$ cat src/rtl/pipeline_ctrl.sv
// Hazard/stall controller for a 5-stage pipeline: tracks the EX and MEM slots,
// raises freeze/bubble/flush/stall and watches for memory waits that never end.
module pipeline_ctrl #(
  parameter int MEM_TIMEOUT = 64,
  parameter int CNT_W       = 16
) (
  input  logic             clk,
  input  logic             rst,
  input  logic             id_valid,
  input  logic [4:0]       src1,
  input  logic [4:0]       src2,
  input  logic             isSrc2,
  input  logic             id_wb_en,
  input  logic             id_mem_en,
  input  logic [4:0]       id_dest,
  input  logic             branch_taken,
  input  logic             mem_ready,
  output logic             freez,
  output logic             bubble,
  output logic             flush,
  output logic             stall,
  output logic             mem_timeout,
  output logic [CNT_W-1:0] stall_cycles,
  output logic             dbg_mem_wait
);

  // Handshake: mem_ready is a one-cycle completion strobe for the access
  // sitting in MEM; while it is low and MEM holds a load/store, every pipeline
  // register (and both tracked slots) holds.

  typedef struct packed {
    logic       valid;
    logic       wb_en;
    logic       mem_en;
    logic [4:0] dest;
  } slot_t;

  typedef enum logic {
    RUN      = 1'b0,
    MEM_WAIT = 1'b1
  } state_t;

  localparam int WAIT_W = $clog2(MEM_TIMEOUT + 1);
  localparam logic [WAIT_W-1:0] WAIT_MAX = WAIT_W'(MEM_TIMEOUT);

  slot_t             ex_q, mem_q, ex_d;
  state_t            state_q, state_d;
  logic [WAIT_W-1:0] wait_q, wait_d;
  logic              src1_hit, src2_hit, hazard;

  function automatic logic slot_hit(input slot_t s, input logic [4:0] r);
    return s.valid & s.wb_en & (s.dest == r);
  endfunction

  always_comb begin
    src1_hit = slot_hit(ex_q, src1) | slot_hit(mem_q, src1);
    src2_hit = slot_hit(ex_q, src2) | slot_hit(mem_q, src2);
    hazard   = id_valid & (src1_hit | (isSrc2 & src2_hit));
    stall    = mem_q.valid & mem_q.mem_en & ~mem_ready;
    flush    = branch_taken & ~stall;
    bubble   = hazard & ~stall & ~flush;
    freez    = stall | bubble;
  end

  // A flushed or hazarded ID instruction is replaced by an invalid slot.
  always_comb begin
    ex_d = '0;
    if (id_valid & ~hazard & ~flush) begin
      ex_d.valid  = 1'b1;
      ex_d.wb_en  = id_wb_en;
      ex_d.mem_en = id_mem_en;
      ex_d.dest   = id_dest;
    end
  end

  always_comb begin
    state_d = state_q;
    wait_d  = wait_q;
    case (state_q)
      RUN: begin
        wait_d = '0;
        if (stall) state_d = MEM_WAIT;
      end
      MEM_WAIT: begin
        if (stall) begin
          if (wait_q != WAIT_MAX) wait_d = wait_q + 1'b1;
        end else begin
          state_d = RUN;
        end
      end
      default: begin
        state_d = RUN;
        wait_d  = '0;
      end
    endcase
  end

  always_ff @(posedge clk) begin
    if (rst) begin
      ex_q         <= '0;
      mem_q        <= '0;
      state_q      <= RUN;
      wait_q       <= '0;
      mem_timeout  <= 1'b0;
      stall_cycles <= '0;
    end else begin
      if (!stall) begin
        mem_q <= ex_q;
        ex_q  <= ex_d;
      end
      state_q <= state_d;
      wait_q  <= wait_d;
      if (wait_d == WAIT_MAX) mem_timeout <= 1'b1;
      if (freez && (stall_cycles != '1)) stall_cycles <= stall_cycles + 1'b1;
    end
  end

  assign dbg_mem_wait = (state_q == MEM_WAIT);

endmodule

$ cat config.mk
export PLATFORM = sky130hd
export DESIGN_NAME = pipeline_ctrl
export DESIGN_NICKNAME = d
export VERILOG_FILES = /design/src/rtl/pipeline_ctrl.sv
export SDC_FILE = /design/constraint.sdc
export NUM_CORES = 1
export LEC_CHECK = 0
export CORE_MARGIN = 3
export CORE_UTILIZATION = 52
export CTS_BUF_LIST = sky130_fd_sc_hd__clkbuf_8
export DETAILED_ROUTE_END_ITERATION = 8
export GPL_TIMING_DRIVEN = 0
export HOLD_SLACK_MARGIN = 0.06
export PLACE_DENSITY_LB_ADDON = 0.2
export SLEW_MARGIN = 20
export SYNTH_ARGS = -nofsm -noshare
export SYNTH_HDL_FRONTEND = slang
export SYNTH_SLANG_ARGS = --single-unit
$ cat constraint.sdc
create_clock -name clk -period 2.55 [get_ports clk]
set_input_delay 0.6375 -clock clk [delete_from_list [all_inputs] [get_ports clk]]
set_output_delay 0.6375 -clock clk [all_outputs]
set_load 0.005 [all_outputs]
# Word level (Yosys, flattened, before mapping)
# Index checks and enable logic that the tools add are counted.
# W data, S select, Z words.
# op_classes
n_addsub	2
bitwise_logic	24
n_reduce_logical	1
mux	5
eq_ne	7
# ops
cell	n
$eq A5 B5 Y1	4
$add A16 B1 Y16 const B	1
$ne A16 B16 Y1 const B	1
$and A1 B1 Y1	15
$mux W7	2
$pmux W7 S2	1
$mux W8	1
$add A7 B1 Y7 const B	1
$eq A7 B7 Y1 const B	1
$ne A7 B7 Y1 const B	1
$not A1 Y1	5
$or A1 B1 Y1	4
$logic_and A1 B1 Y1	1
$mux W1	1
# word_totals
reg_bits	41
output_inout_bits	22
inputBits	23
word_cells	51

# Logic depth before layout (Yosys ltp)
# Gate-level depths: netlist (run 1).
# depth
ltp_word	10
ltp_mapped	9
mapped_depth_nobuf	9

# Least setup slack after synthesis (run 1)
# No wires, ideal clock.
# synth_timing
path_kind	input-to-reg
from	in src1[0]
to	reg stall_cycles[9]
slack_ns	0.135
arrival_ns	2.345
cell_stages	8
path_buffers	1
setup_ns	0.070
required_ns	2.480
cell_sequence	xnor2_1 -> nand4_1 -> or3_4 -> a311oi_4 -> o21ai_2 -> buf_6 -> or4_1 -> a21oi_1
# synth_via
elab_chain_cells	9
elab_cells_between_ends	11
cone_classes	2 x eq/ne; 8 x bitwise; 1 x reduce/logical
# synth_rtl
element	line	source
start, declared	10	input logic [4:0] src1,
$eq A5 B5 Y1	52	return s.valid & s.wb_en & (s.dest == r);
$and A1 B1 Y1	52	
$or A1 B1 Y1 *	56	src1_hit = slot_hit(ex_q, src1) | slot_hit(mem_q, src1);
$or A1 B1 Y1 *	58	hazard = id_valid & (src1_hit | (isSrc2 & src2_hit));
$and A1 B1 Y1 *	58	
$and A1 B1 Y1 * (2 in a row)	61	bubble = hazard & ~stall & ~flush;
$or A1 B1 Y1 *	62	freez = stall | bubble;
$logic_and A1 B1 Y1 *	114	if (freez && (stall_cycles != '1)) stall_cycles <= stall_cycles + 1'b1;
end signal, assigned	114	
end, declared	23	output logic [CNT_W-1:0] stall_cycles,
# Mark *: on every way between the ends. The rest lies on a longest branch, timed or not.
# A chain may end at the register's enable or synchronous reset.

# Worst setup path in the final report (run 1)
# layout_timing
from	in src1[2]
to	out freez
# layout_via
elab_chain_cells	8
elab_cells_between_ends	10
cone_classes	2 x eq/ne; 8 x bitwise
# layout_rtl
element	line	source
$eq A5 B5 Y1	52	
$and A1 B1 Y1	52	
$or A1 B1 Y1 *	56	
$or A1 B1 Y1 *	58	
$and A1 B1 Y1 *	58	
$and A1 B1 Y1 * (2 in a row)	61	
$or A1 B1 Y1 *	62	
end, declared	18	output logic freez,
# Marks and branches as above.

==> flow_summary.yaml, run 1 <==
yosys:
  yosys_warnings: 0
  synth_top_area_share_pct: 40.05
  synth_area_leaders: "dfxtp_1 40%, xnor2_1 7.7%, a21oi_1 4.6%"
  async_reset_ff_share_pct: 0
  seq_area_frac_synth_pct: 40.05
  synthCells: 239
  synth_cell_types: 41
  synth_common_cells: "41 x dfxtp_1, 25 x nor2_1, 19 x a21oi_1"
  avgSynthCellArea_sq_um: 8.575
  ys.flop_type: "dfxtp_1"
  synth_most_common_cell: "dfxtp_1"
  netlist_area_sq_um: 2049
  synth_edf_count: 0
  synth_nets: 265
  ys_ff_latch: 41
  synth_top_area_cell: "dfxtp_1"
timing:
  fin_worst_hold_slack_ns: 0.4577
  post-route-period-util_pct: 102.9
  hold_violations: 0
  skew_ns: 0.006385
  setup_viol: 1
  worst_slew_pin_slew_ns: 0.9727
  max_slew_margin_pct: 34.66
  maxSlewViolCount: 0
  fmax_mhz: 381.3
  post-route-min-period_ns: 2.623
  setup-tns-final_ns: -0.07272
  finalWorstSetupSlack_ns: -0.07272
  grt_setup_unrepaired: "yes"
floorplan:
  io_pins: 45
  dieArea_sq_um: 4731
  die_x_um: 68.78
  rows: 22
  core_area_sq_um: 3744
  initial_utilization_pct: 54.75
  die_y_um: 68.78
route:
  dr.pass1.iters: 5
  vias: 2021
  routed_wl_um: 5596
  drt_iter0_markers: 164
  drcViolationCount: 0
  routed_via_density: 5.741
  drtAntennaViolNets: 0
  post_drt_wl_per_cell_um: 15.90
critical_path:
  critPathLaunchType: "primary input"
  path_class: "in2out"
  cp.arrival_ns: 1.99
  rr_worst_depth: 11
  crit_path_start: "src1[2]"
  crit_fanout: 3
  r2r_end: "stall_cycles[14]"
  r2r_start: "mem_q[2]"
  crit_path_end_kind: "output pin"
  r2r_slack_ns: 0.09
  cp_cell_sequence: "buf_8 -> xnor2_2 -> nand4_1 -> or3_4 -> a311oi_4 -> nor2_2 -> inv_2 -> buf_6"
  crit_required_ns: 1.91
  slowest_delay_ns: 0.43
  crit_slowest_cell: "or3_4"
finish:
  fillers: 266
  area.sequential_sq_um: 825.8
  multiInputGateArea_sq_um: 1247
  drive_gt1_share_pct: 21.38
  syn2layout_area_growth_pct: 42.37
  final_cell_count_no_fill: 352
  nets: 329
  num_antenna_cells: 0
clocking:
  cts_buffers: 5
  cts_root_buf: "clkbuf_8"
  insertion_delay_ns: 0.30
  clock_path_buffers: 2
  htree_levels: 2
  path_clk_slew_ns: 0.08
  cts.sinks: 41
  tritoncts: "done"
pwr:
  clkPwrFrac_pct: 45.2
  p_leak_nw: 1.085
  pwr-share-comb_pct: 7.2
  power_switching_share_pct: 20.46
  p_switching_mw: 0.2810
  internal_power_mw: 1.092
  power_mw: 1.373
  peakVddDrop_mv: 0.4593
  p_per_area_nw_per_um2: 470.7
  seqPwrFrac_pct: 47.6
run_status:
  run_status: "complete, but fails checks"
  violations: "setup timing"
placed_design:
  hpwl_um: 3523
  gp_congestion: 0.8386
  place_inst: 331
  port-buffer-count: 44
global_routing:
  grt_max_degree: 14
  gr-total-overflow: 0
  grt_pass1_wl_um: 8597
  grt_pass1_vias: 1906
  track_usage_pct: 24.52
  antenna_found_initial: 0
worst_hold_path:
  whs_endpoint: "mem_q[6]"
  hp-start: "mem_q[6]"
  worstHoldPathCells: 2
  hp-class: "reg2reg"
job:
  maxCapViolCount: 0
power by group through the flow:
stage | clock (mW) | combinational, mW | sequential [mW]
detailed placement | 0 | 0.0879 | 0.667
CTS | 0.624 | 0.0879 | 0.652
floorplan | 0 | 0.0369 | 0.665
finish | 0.621 | 0.0995 | 0.653
global route | 0.655 | 0.106 | 0.654
global placement | 0 | 0.0866 | 0.667
worst max-delay path by stage:
stage | depth (start not counted) | endpoint | slack [ns]
after floorplan | 8 | stall_cycles[9] | 0.14
after global placement | 8 | freez | -0.99
after detailed placement | 8 | freez | -1.02
after CTS | 6 | bubble | -0.11
after global routing | 8 | freez | -0.13
final | 8 | freez | -0.07
sequential cells by signal (all words and copies together), names as in the netlist:
register and count:
mem_timeout 1, mem_q 8, wait_q 7, ex_q 8, dbg_mem_wait 1, stall_cycles 16
cell usage in the layout, fill, tap and decap left out, drive strengths merged, types with 3 or more instances in the layout:
cell,netlist,routed
a21oi,19,19
nor2b,3,3
nor2,25,25
buf,3,26
nor3,3,3
inv,11,11
xor2,9,9
or3,11,11
dlygate4sd2,0,3
dfxtp,41,41
clkdlybuf4s15,0,3
mux2,3,3
nand2,17,17
nand4,12,12
o21ai,11,11
ha,3,3
nand3b,3,3
xnor2,18,18
clkbuf,4,8
clkdlybuf4s50,0,28
and3,3,3
nand3,11,11
a22o,7,7
logic make-up (layout without fill, tap and decap cells):
logic type | Yosys count | after routing | synth area share (%)
adders and majority gates | 3 | 3 | 1.832
buffers and inverters | 18 | 83 | 3.663
and+or+nand+nor | 99 | 99 | 25.52
muxes | 4 | 4 | 2.137
DFF | 41 | 41 | 40.05
xor gates and xnor gates | 27 | 27 | 11.54
AOI/OAI and AO/OA | 47 | 47 | 15.26
repair_timing:
item	4_1_cts	5_1_grt
resized for setup	68	30
hold endpoints to repair	0	0
hold buffers	0	0
endpoints found under the setup margin	17	20
cloned	0	1
buffers inserted	12	4
pin swaps	16	12
routing by layer:
metal | track usage [%] | wire [um]
met1 | 31.86 | 2355
met2 | 38.97 | 2746
met3 | 6.969 | 394
met4 | 8.273 | 99
met5 | 0 | 0
metrics by stage:
stage,area [sq um],setup slack [ns],util [%]
after CTS,2808,-0.1117,75.00
after detailed placement,2550,-1.024,68.12
after global placement,2550,-0.9937,68.12
final,2918,-0.07272,77.94
after floorplan,2049,0.1351,-
after global routing,2918,-0.1252,77.94
worst max-delay path, delay by kind of cell:
family                    cells  cell delay, ns
AOI/OAI and AO/OA             1            0.31
and+or+nand+nor               3            0.64
xor gates and xnor gates      1            0.12
buffers and inverters         3            0.27
area by class of cell:
cell class | count | share of cell area [%]
plain buffers | 7 | 1.887
flip-flops and latches | 41 | 28.30
repair buffers | 57 | 19.00
multi-input cells | 180 | 42.75
clock inverters | 3 | 2.230
clock buffers | 5 | 2.358
inverters | 11 | 1.415
well taps | 48 | 2.058
(Power assumes the default switching activity.)
==> inputs of run 2 (changes only) <==
--- a/config.mk
+++ b/config.mk
@@ -5,8 +5,9 @@
 export SDC_FILE = /design/constraint.sdc
 export NUM_CORES = 1
 export LEC_CHECK = 0
-export CORE_MARGIN = 3
-export CORE_UTILIZATION = 52
+export ABC_AREA = 1
+export CORE_MARGIN = 1
+export CORE_UTILIZATION = 53
 export CTS_BUF_LIST = sky130_fd_sc_hd__clkbuf_8
 export DETAILED_ROUTE_END_ITERATION = 8
 export GPL_TIMING_DRIVEN = 0
==> flow_summary.yaml, run 2 <==
run_status:
  run_status: "finished clean"
finish:
  layout.cells.most_common: "nand2_1"
  nets: 433
  final_cell_count_no_fill: 458
  num_antenna_cells: 0
  fillers: 362
  final_area_sq_um: 2943
  largest_reg_flops: 16
  top_register: "stall_cycles"
  final_cell_mix: "97 x nand2_1, 57 x nor2_1, 41 x dfxtp_1"
  syn2layout_area_growth_pct: 29.80
  biggestRegsByFlops: "stall_cycles: 16 flops, ex_q: 8 flops, mem_q: 8 flops"
  drive_gt1_share_pct: 11.03
yosys:
  ys.flop_type: "dfxtp_1"
  synth_common_cells: "97 x nand2_1, 59 x nor2_1, 41 x dfxtp_1"
  ys_ff_latch: 41
  synth_nets: 376
  netlist_area_sq_um: 2267
  synth_most_common_cell: "nand2_1"
  seq_area_frac_synth_pct: 36.20
  synth_cell_types: 29
  avgSynthCellArea_sq_um: 6.478
  yosys_warnings: 0
  async_reset_ff_share_pct: 0
  synth_edf_count: 0
  synth_top_area_share_pct: 36.20
  synth_top_area_cell: "dfxtp_1"
  synth_area_leaders: "dfxtp_1 36%, nand2_1 16%, nor2_1 9.8%"
  synthCells: 350
floorplan:
  io_pins: 45
  rows: 23
  initial_utilization_pct: 55.87
  die_x_um: 67.41
  core_area_sq_um: 4058
  die_y_um: 67.41
  dieArea_sq_um: 4543
route:
  wl_met2_um: 2368
  dr.pass1.iters: 4
  post_drt_wl_per_cell_um: 10.99
  routed_wl_um: 5035
  routed_via_density: 5.109
  wirelength_met1_um: 2363
  drt_iter0_markers: 145
  vias: 2340
  maxUsedRoutingLayer: "met4"
  wl_met3_um: 214
  drtAntennaViolNets: 0
  drcViolationCount: 0
critical_path:
  crit_slowest_cell: "clkdlybuf4s50_1"
  path_buf_inv: 4
  crit_required_ns: 1.91
  cp.arrival_ns: 1.80
  slowest_delay_ns: 0.46
  crit_path_end_kind: "output pin"
  crit_path_frequent_cell: "inv_1"
  critPathLaunchType: "primary input"
  cpLargestDelayFamily: "buffers and inverters"
  r2r_slack_ns: 0.71
  path_class: "in2out"
  crit_fanout: 2
  cp_cell_sequence: "clkdlybuf4s50_1 -> inv_1 -> nor3_4 -> nand2_4 -> inv_1 -> dlygate4sd2_1"
timing:
  post-route-min-period_ns: 2.437
  max_slew_margin_pct: 60.42
  setup_viol: 0
  hold_violations: 0
  skew_ns: 0.005055
  maxSlewViolCount: 0
  setup-tns-final_ns: 0
  grt_setup_unrepaired: "no"
  finalWorstSetupSlack_ns: 0.1126
  worst_slew_pin_slew_ns: 0.5915
  post-route-period-util_pct: 95.59
  fmax_mhz: 410.3
global_routing:
  antenna_found_initial: 0
  grt_pass1_wl_um: 8176
  grt_pass1_vias: 1997
  gr-total-overflow: 0
  track_usage_pct: 24.10
  grt_max_degree: 15
placed_design:
  placed_cell_area_sq_um: 2770
  gp_congestion: 0.8538
  port-buffer-count: 44
  hpwl_um: 3702
  pre_cts_ws_ns: -0.6750
  place_inst: 444
pwr:
  peakVddDrop_mv: 0.3519
  p_leak_nw: 1.414
  p_per_area_nw_per_um2: 433.1
  power_mw: 1.274
job:
  maxCapViolCount: 0
clocking:
  cts_buffers: 5
  hold_buffers: 0
  clock_path_buffers: 2
  tritoncts: "done"
  cts.sinks: 41
  insertion_delay_ns: 0.30
  cts_root_buf: "clkbuf_8"
  htree_levels: 2
  path_clk_slew_ns: 0.08
worst_hold_path:
  hp-class: "reg2reg"
[run 2: what timing repair did]
item                                    in CTS  in global routing
pin swaps                                    4                  4
endpoints found under the setup margin       4                  3
cloned                                       0                  0
setup buffers                                4                  4
resized for setup                           23                 12
[run 2: logic make-up (layout without fill, tap and decap cells)]
family,count (synthesis),after routing,synth area share [%]
AND/OR/NAND/NOR,209,209,40.34
XOR/XNOR,2,2,0.7728
flip-flops,41,41,36.20
buffers and inverters,54,112,10.60
adder cells (fa/ha/maj),3,3,1.656
AO/OA/AOI/OAI,41,41,10.43
[run 2: worst reg2reg max path: cells and delay by family, from the launching register on]
kind	cells	cell delay [ns]
flip-flops	1	0.39
AND/OR/NAND/NOR	12	0.86
buffers and inverters	4	0.47
[run 2: per-layer routing]
layer,up-vias,track usage (%)
met5,-,0
met4,0,8.777
met3,10,6.757
met2,63,41.50
met1,1042,28.28
li1,1225,-
[run 2: power by group]
part / internal (mW) / total (mW) / switching, mW
clock: 0.293 / 0.530 / 0.237
combinational: 0.0464 / 0.0937 / 0.0474
sequential: 0.646 / 0.651 / 0.00538
total: 0.985 / 1.27 / 0.290
[run 2: area by class of cell]
class	instances	area, sq um	area share (%)
Clock buffer	5	68.82	2.338
Buffer	7	56.30	1.913
Inverter	45	168.9	5.740
Clock inverter	3	46.29	1.573
Multi-Input combinational cell	255	1227	41.71
Sequential cell	41	820.8	27.89
Timing Repair Buffer	52	491.7	16.71
Tap cell	50	62.56	2.126
[run 2: final timing paths]
path                       to  cells after the start   startpoint
max                    bubble                      6     id_valid
min               mem_timeout                      2  mem_timeout
max reg2reg  stall_cycles[13]                     16      ex_q[1]
min reg2reg       mem_timeout                      2  mem_timeout
[run 2: stage by stage]
stage | hold slack (ns) | util, %
after detailed placement | 0.4544 | 68.27
final | 0.4629 | 72.53
after global placement | 0.4432 | 68.27
after global routing | 0.5072 | 72.53
after CTS | 0.4681 | 71.85
after floorplan | 0.4407 | -
==> inputs of run 3 (changes only) <==
--- a/config.mk
+++ b/config.mk
@@ -6,7 +6,6 @@
 export NUM_CORES = 1
 export LEC_CHECK = 0
 export ABC_AREA = 1
-export CORE_MARGIN = 1
 export CORE_UTILIZATION = 53
 export CTS_BUF_LIST = sky130_fd_sc_hd__clkbuf_8
 export DETAILED_ROUTE_END_ITERATION = 8
==> results of run 3 <==
Same layout as run 2: the final DEF is identical, and so are final timing and power.
